$ cat config.mk
export PLATFORM = sky130hd
export DESIGN_NAME = led_arb_sched
export DESIGN_NICKNAME = d
export VERILOG_FILES = /design/src/rtl/led_pkg.sv /design/src/rtl/led_rr_pick.sv /design/src/rtl/led_arb_sched.sv
export SDC_FILE = /design/constraint.sdc
export NUM_CORES = 1
export LEC_CHECK = 0
export BUFFER_PORTS_ARGS = -buffer_cell sky130_fd_sc_hd__buf_2
export CAP_MARGIN = 15
export CORE_MARGIN = 5
export CORE_UTILIZATION = 30
export CTS_CLUSTER_DIAMETER = 120
export DETAILED_ROUTE_END_ITERATION = 10
export RECOVER_POWER = 25
export SYNTH_ARGS = -nofsm -noshare
export SYNTH_HDL_FRONTEND = slang
export SYNTH_HIERARCHICAL = 1
export SYNTH_SLANG_ARGS = --single-unit
$ cat constraint.sdc
create_clock -name OSC_50m -period 3 [get_ports OSC_50m]
set_input_delay 0.45 -clock OSC_50m [delete_from_list [all_inputs] [get_ports OSC_50m]]
set_output_delay 0.45 -clock OSC_50m [all_outputs]
set_load 0.02 [all_outputs]
$ cat src/rtl/led_pkg.sv
// Shared types and default constants for the LED pattern arbiter/scheduler.
package led_pkg;

  typedef enum logic [1:0] {
    IDLE = 2'd0,
    LOAD = 2'd1,
    HOLD = 2'd2
  } led_state_e;

  localparam int LED_W_DEF    = 8;
  localparam int IDLE_PAT_DEF = 0;

endpackage

$ cat src/rtl/led_rr_pick.sv
// Round-robin winner search: first valid requester after ptr_i, wrapping modulo NREQ.
module led_rr_pick
  import led_pkg::*;
#(
  parameter int NREQ = 3,
  parameter int IDW  = $clog2(NREQ)
) (
  input  logic [NREQ-1:0] valid_i,
  input  logic [IDW-1:0]  ptr_i,
  output logic [IDW-1:0]  win_o,
  output logic            found_o
);

  logic [IDW-1:0] sel;

  always_comb begin
    found_o = 1'b0;
    win_o   = '0;
    sel     = '0;
    // k=NREQ wraps back to ptr_i itself, so the last winner gets lowest priority
    for (int k = 1; k <= NREQ; k++) begin
      sel = IDW'((int'(ptr_i) + k) % NREQ);
      if (!found_o && valid_i[sel]) begin
        found_o = 1'b1;
        win_o   = sel;
      end
    end
  end

endmodule

$ cat src/rtl/led_arb_sched.sv
// Round-robin LED pattern scheduler: grants one requester at a time and holds its
// pattern for a tick-based duration. Define LED_ARB_PREEMPT_EN to let requester 0 preempt a hold.
module led_arb_sched
  import led_pkg::*;
#(
  parameter int               LED_W     = LED_W_DEF,
  parameter int               NREQ      = 3,
  parameter int               DUR_W     = 8,
  parameter int               PRESC_DIV = 5000000,
  parameter logic [LED_W-1:0] IDLE_PAT  = LED_W'(IDLE_PAT_DEF)
) (
  input  logic                     OSC_50m,
  input  logic                     FPGA_RSTn,
  input  logic [NREQ-1:0]          req_valid,
  output logic [NREQ-1:0]          req_ready,
  input  logic [NREQ*LED_W-1:0]    req_pattern,
  input  logic [NREQ*DUR_W-1:0]    req_dur,
  output logic [LED_W-1:0]         USER_LED,
  output logic                     busy,
  output logic [$clog2(NREQ)-1:0]  grant_id
);

  localparam int IDW = $clog2(NREQ);
  localparam int PW  = $clog2(PRESC_DIV);

  logic [1:0]       rst_sync_q;
  logic             rst_n;
  logic [PW-1:0]    presc_q, presc_d;
  logic             tick;
  led_state_e       state_q, state_d;
  logic [IDW-1:0]   win_q, win_d;
  logic [IDW-1:0]   ptr_q, ptr_d;
  logic [IDW-1:0]   gid_q, gid_d;
  logic [LED_W-1:0] led_q, led_d;
  logic [DUR_W-1:0] hold_q, hold_d;
  logic [IDW-1:0]   pick_win;
  logic             pick_found;
  logic [LED_W-1:0] sel_pat;
  logic [DUR_W-1:0] sel_dur;

  // Asserts asynchronously, releases two clock edges after FPGA_RSTn rises
  always_ff @(posedge OSC_50m or negedge FPGA_RSTn) begin
    if (!FPGA_RSTn) rst_sync_q <= 2'b00;
    else            rst_sync_q <= {rst_sync_q[0], 1'b1};
  end
  assign rst_n = rst_sync_q[1];

  assign tick    = (presc_q == PW'(PRESC_DIV - 1));
  assign presc_d = tick ? '0 : presc_q + PW'(1);

  led_rr_pick #(.NREQ(NREQ), .IDW(IDW)) u_pick (
    .valid_i (req_valid),
    .ptr_i   (ptr_q),
    .win_o   (pick_win),
    .found_o (pick_found)
  );

  always_comb begin
    state_d = state_q;
    win_d   = win_q;
    ptr_d   = ptr_q;
    gid_d   = gid_q;
    led_d   = led_q;
    hold_d  = hold_q;
    sel_pat = req_pattern[win_q*LED_W +: LED_W];
    sel_dur = req_dur[win_q*DUR_W +: DUR_W];
    case (state_q)
      IDLE: begin
        if (pick_found) begin
          win_d   = pick_win;
          state_d = LOAD;
        end
      end
      LOAD: begin
        // Transfer edge never decrements: the hold counts from the next tick on
        if (req_valid[win_q]) begin
          led_d   = sel_pat;
          hold_d  = (sel_dur == '0) ? DUR_W'(1) : sel_dur;
          gid_d   = win_q;
          ptr_d   = win_q;
          state_d = HOLD;
        end else begin
          state_d = IDLE;
        end
      end
      HOLD: begin
`ifdef LED_ARB_PREEMPT_EN
        if (gid_q != '0 && req_valid[0]) begin
          win_d   = '0;
          state_d = LOAD;
        end else
`endif
        if (tick) begin
          hold_d = hold_q - DUR_W'(1);
          if (hold_q == DUR_W'(1)) begin
            led_d   = IDLE_PAT;
            state_d = IDLE;
          end
        end
      end
      default: state_d = IDLE;
    endcase
  end

  always_ff @(posedge OSC_50m or negedge rst_n) begin
    if (!rst_n) begin
      presc_q <= '0;
      state_q <= IDLE;
      win_q   <= '0;
      ptr_q   <= IDW'(NREQ - 1);
      gid_q   <= '0;
      led_q   <= IDLE_PAT;
      hold_q  <= '0;
    end else begin
      presc_q <= presc_d;
      state_q <= state_d;
      win_q   <= win_d;
      ptr_q   <= ptr_d;
      gid_q   <= gid_d;
      led_q   <= led_d;
      hold_q  <= hold_d;
    end
  end

  always_comb begin
    req_ready = '0;
    if (state_q == LOAD) req_ready = NREQ'(1) << win_q;
  end

  assign busy     = (state_q != IDLE);
  assign USER_LED = led_q;
  assign grant_id = gid_q;

endmodule

== After elaboration in Yosys (flattened, before gate mapping) ==
Index checks and enable logic that the tools add are counted.

* Add/sub/neg operators: 5
* Div/mod/pow operators: 3
* Equal/unequal tests: 8
* Order comparisons: 4
* Reductions and logical operators: 13
* Shifts and indexed selects: 3
* Mux-type cells: 29

{| class="wikitable"
|+ Operators by type and width
! cell !! number
|-
| $mod A32 B3 Y32 const B || 3
|-
| $mux W8 || 6
|-
| $shiftx A24 B6 Y8 || 2
|-
| $pmux W8 S2 || 2
|-
| $add A23 B1 Y23 const B || 1
|-
| $eq A23 B23 Y1 const B || 1
|-
| $mux W23 || 1
|-
| $mux W2 || 7
|-
| $lt A2 B3 Y1 const B || 4
|-
| $bmux W1 S2 || 4
|-
| $eq A8 B1 Y1 const B || 1
|-
| $logic_not A8 Y1 || 1
|-
| $ne A2 B2 Y1 const B || 4
|-
| $sub A8 B1 Y8 const B || 1
|-
| $mux W1 || 7
|-
| $add A2 B2 Y3 const B || 2
|-
| $pmux W2 S3 || 1
|-
| $reduce_and A3 Y1 || 2
|-
| $reduce_and A2 Y1 || 2
|-
| $reduce_and A4 Y1 || 1
|-
| $reduce_bool A2 Y1 || 2
|-
| $add A2 B1 Y3 const B || 1
|-
| $mux W3 || 1
|-
| $shl A1 B2 Y3 const A || 1
|-
| other kinds (5) || 7
|}

* Output and inout bits: 14
* Register bits after elaboration: 49

== Logic depth before layout (Yosys ltp) ==
* Depth in word-level cells: 13
* Gate-level depth with buffers: 8
* Mapped depth without buffers: 7

== Modules after synthesis ==
The synthesis kept the hierarchy.

{| class="wikitable"
|+ By module, submodules not included
! module !! area each (um^2) !! times used !! cells each !! seq. area each (um^2)
|-
| led_arb_sched || 2,757.6 || 1 || 284 || 1,202.4
|-
| led_rr_pick || 131.4 || 1 || 20 || 0.0
|}

== Worst setup path after synthesis ==
Ideal clock, no wire load.

* Path type: reg2reg
* Start: reg hold_q[4]
* End: reg state_q[0]
* Path buffers: 0
* Path slack: 0.840 ns
* Arrival time: 2.035 ns
* Stages on the path, launching flop included: 6
* Cell sequence: dfrtp_1 or4_4 or4b_1 nor3_2 o22ai_2 mux2_4

* Longest elaborated chain between the ends: 3

{| class="wikitable"
|+ RTL lines
! what !! RTL line !! RTL
|-
| from (decl) || led_arb_sched.sv:35 || <nowiki>logic [DUR_W-1:0] hold_q, hold_d;</nowiki>
|-
| from (signal assigned) || led_arb_sched.sv:121 || <nowiki>hold_q <= hold_d;</nowiki>
|-
| $eq A8 B1 Y1 || led_arb_sched.sv:95 || <nowiki>if (hold_q == DUR_W'(1)) begin</nowiki>
|-
| $ne A2 B2 Y1 (no source line) || -- ||
|-
| $reduce_and A3 Y1 (no source line) || -- ||
|-
| to (signal assigned) || led_arb_sched.sv:116 || <nowiki>state_q <= state_d;</nowiki>
|-
| to (decl) || led_arb_sched.sv:30 || <nowiki>led_state_e state_q, state_d;</nowiki>
|}

Every way passes these cells.
A chain may end at the register's enable or synchronous reset.

== Worst setup path after layout ==
* Start: reg win_q[0]
* End: out req_ready[1]

* Longest elaborated chain between the ends: 2

{| class="wikitable"
|+ RTL lines
! what !! RTL line !! RTL
|-
| from (decl) || led_arb_sched.sv:31 || <nowiki>logic [IDW-1:0] win_q, win_d;</nowiki>
|-
| from (signal assigned) || led_arb_sched.sv:117 || <nowiki>win_q <= win_d;</nowiki>
|-
| $shl A1 B2 Y3 || led_arb_sched.sv:127 || <nowiki>if (state_q == LOAD) req_ready = NREQ'(1) << win_q;</nowiki>
|-
| $mux W3 || led_arb_sched.sv:127 ||
|-
| to (decl) || led_arb_sched.sv:15 || <nowiki>output logic [NREQ-1:0] req_ready,</nowiki>
|}

Every way passes these cells.

==> metrics.csv <==
metric,value,unit
yosysUniqueCellTypes,57,
final_cell_mix,"65 x buf_2, 47 x dfrtp_1, 26 x nor2_1, 26 x nand2_1, 19 x mux2i_1",
cp-end-kind,output pin,
syn_area,2890,um^2
grt_max_degree,47,
path_max_fanout,18,
slowest_stage,nor2b_1,
setup_viol,0,
critPathKind,flop to output pin,
synth_top_area_cell,dfrtp_1,
fp.dieH,108,um
synthesis.nets,366,
grt-ovfl-total,0,
required,2.55,ns
synthArstFlopShare,1.00,
vdd_drop_max,137,uV
setup_tns,0,ns
hold_start,rst_sync_q[0]$_DFF_PN0_,
outcome,"complete, but fails checks",
coreArea,9330,um^2
drt_wl_total,7300,um
slowest_delay,0.69,ns
synthTopCellsByArea,"dfrtp_1 41%, mux2i_1 6.6%, xnor2_1 3.9%",
post-place-ws,0.662,ns
p_leak,1.51,nW
synth-edff-count,0,
dp_hpwl,5560,um
worstPathCellList,buf_4 > nor2b_1 > and2_1 > buf_2,
powerDensity,315,nW/um^2
fin_skew,0.00760,ns
fillCellCount,946,
drcViolationCount,0,
final_layout_size_suffix_gt1_frac,0.248,
synth_seq_cells,48,
cts_buffer_depth,2,
cts_tree,done,
cts_resized,0,
hp-class,flop to flop,
track_usage,0.128,
hold_end,rst_sync_q[1]$_DFF_PN0_,
max_freq,0.387,GHz
tightestPinTransition,1.84,ns
power,0.00109,W
synth-seq-area-share,0.416,
layout_commonest_cell,buf_2,
portBuffers,66,
maxCapViolations,1,
crit_path_start_kind,flop,
wl_per_cell,14.6,um
cts_sinks,48,
hold_viol,0,
synth_ff_type,dfrtp_1,
timing.rr.start,presc_q[7]$_DFF_PN0_,
cts.htree.levels,2,
antenna_cells,0,
area_delta_synth_final,19.6,%
root_buffer,clkbuf_8,
rsz0062_at_grt,no,
syn_inst,304,
r2r_cells,5,
synth_top_area_frac,0.407,
min_period_over_period,0.861,
cts_inserted_buffers,5,
report.final.slew_viol_count,47,
num_io_pins,67,
dr.pass1.iters,5,
fin_crit,2.58,ns
layout_setup_ws,0.416,ns
slew_headroom,-0.225,
rows,35,
final_util,0.370,
die-area,11700,um^2
gp_congestion,0.818,
clock_latency,0.29,ns
dp_cells,491,
vias_per_cell,4.98,
grt_pass1_vias,2506,
arrival,2.13,ns
num_vias,2490,
synth_warnings,6,
clk_pin_slew,0.08,ns
nets,432,
cp_top_family,simple AND/OR/NAND/NOR gates,
min_path_cells,0,
violations,"max-capacitance violations, max-slew violations",
detail-route-antenna-nets,0,
cp_num_buf_inv,2,
initial_core_util,0.310,
grt_first_pass_wirelength,12200,um
antenna_found_initial,0,
avgSynthCellArea,9.50,um^2
r2r-end,hold_q[7]$_DFFE_PN0P_,
die_w,108,um
drt_iter0_drc,95,
r2r_setup_slack,0.65,ns
fin_cells,500,
[what timing repair did]
| item | CTS | global route |
|---|---|---|
| hold buffers | 1 | 0 |
| setup buffers | 0 | 0 |
| endpoints found under the hold margin | 2 | 0 |
| setup endpoints to repair | 0 | 0 |
[synth_stat cells, types with 2 or more instances]
master     number
and4_1          4
nand2b_1        6
a21oi_1         6
nand2_1        26
xor2_1          6
clkbuf_1        8
or3_1           3
mux2_2          4
o22ai_1         4
xnor2_1        13
and3_1          2
inv_1          12
and2_1          5
a211oi_1        2
a22o_1          8
dfrtp_1        47
mux2i_1        19
a22oi_1         2
ha_1            9
nor2_1         26
o21ai_0        15
nor4_1          6
nand3_1        11
nand4_1        10
nor2b_1         6
o2bb2ai_1       6
nor3_1          8
[stage by stage]
stage                     hold slack (ns)  instance area, um^2
final                               0.353                 3460
after global routing                0.368                 3460
after CTS                           0.357                 3460
after detailed placement            0.237                 3370
after global placement              0.235                 3370
after floorplan                     0.154                 2890
[layout make-up]
class                           count  area, um^2  share of cell area
Clock buffer                        7        76.3              0.0221
Multi-Input combinational cell    232        1600               0.462
Timing Repair Buffer               71         369               0.107
Tap cell                          129         161              0.0467
Inverter                           12        45.0              0.0130
Clock inverter                      1        5.00             0.00145
Sequential cell                    48        1200               0.348
[power by group]
part,internal [W],leakage [nW],switching (W)
clock network,0.000164,0.0422,0.000205
logic,0.0000349,0.844,0.0000244
registers,0.000647,0.627,0.0000118
total,0.000846,1.51,0.000241
[metal layers]
layer / vias up / GRT usage / part of all wire
li1: 1225 / - / -
met1: 1203 / 0.171 / 0.46
met2: 58 / 0.211 / 0.48
met3: 4 / 0.0299 / 0.049
met4: 0 / 0.0261 / 0.0066
met5: - / 0 / 0
[worst max-delay path by stage]
stage | from | to | slack, ns | cells after the start
after floorplan | hold_q[4]$_DFFE_PN0P_ | state_q[0]$_DFFE_PN0P_ | 0.84 | 5
after detailed placement | presc_q[7]$_DFF_PN0_ | hold_q[7]$_DFFE_PN0P_ | 0.66 | 5
after global routing | win_q[0]$_DFFE_PN0P_ | req_ready[1] | 0.24 | 4
after CTS | win_q[0]$_DFFE_PN0P_ | req_ready[1] | 0.35 | 4
final | win_q[0]$_DFFE_PN0P_ | req_ready[1] | 0.42 | 4
after global placement | win_q[0]$_DFFE_PN0P_ | req_ready[1] | 0.72 | 4
[kinds of logic (layout without fill, tap and decap cells)]
group / after synthesis / in the layout / synth area share
adders and majority gates: 10 / 10 / 0.0429
AOI/OAI and AO/OA: 56 / 56 / 0.138
buffers and inverters: 24 / 91 / 0.0333
xor gates and xnor gates: 19 / 19 / 0.0576
and+or+nand+nor: 122 / 122 / 0.224
DFF: 48 / 48 / 0.416
other: 1 / 1 / 0.00130
muxes: 24 / 24 / 0.0866
[state kept, by name, indices dropped and copies added, names as in the netlist]
signal / count
presc_q: 23
USER_LED: 8
grant_id: 1
rst_sync_q: 2
hold_q: 8
win_q: 2
state_q: 2
ptr_q: 2
[worst register-to-register path, stage by stage, from the launching register on]
cell and delay, ns:
dfrtp_1 0.45, nor4bb_1 0.39, nand4_1 0.38, or2_2 0.45, or4_1 0.52, nand3_1 0.09
No activity file was read; power rests on OpenSTA's default activity.
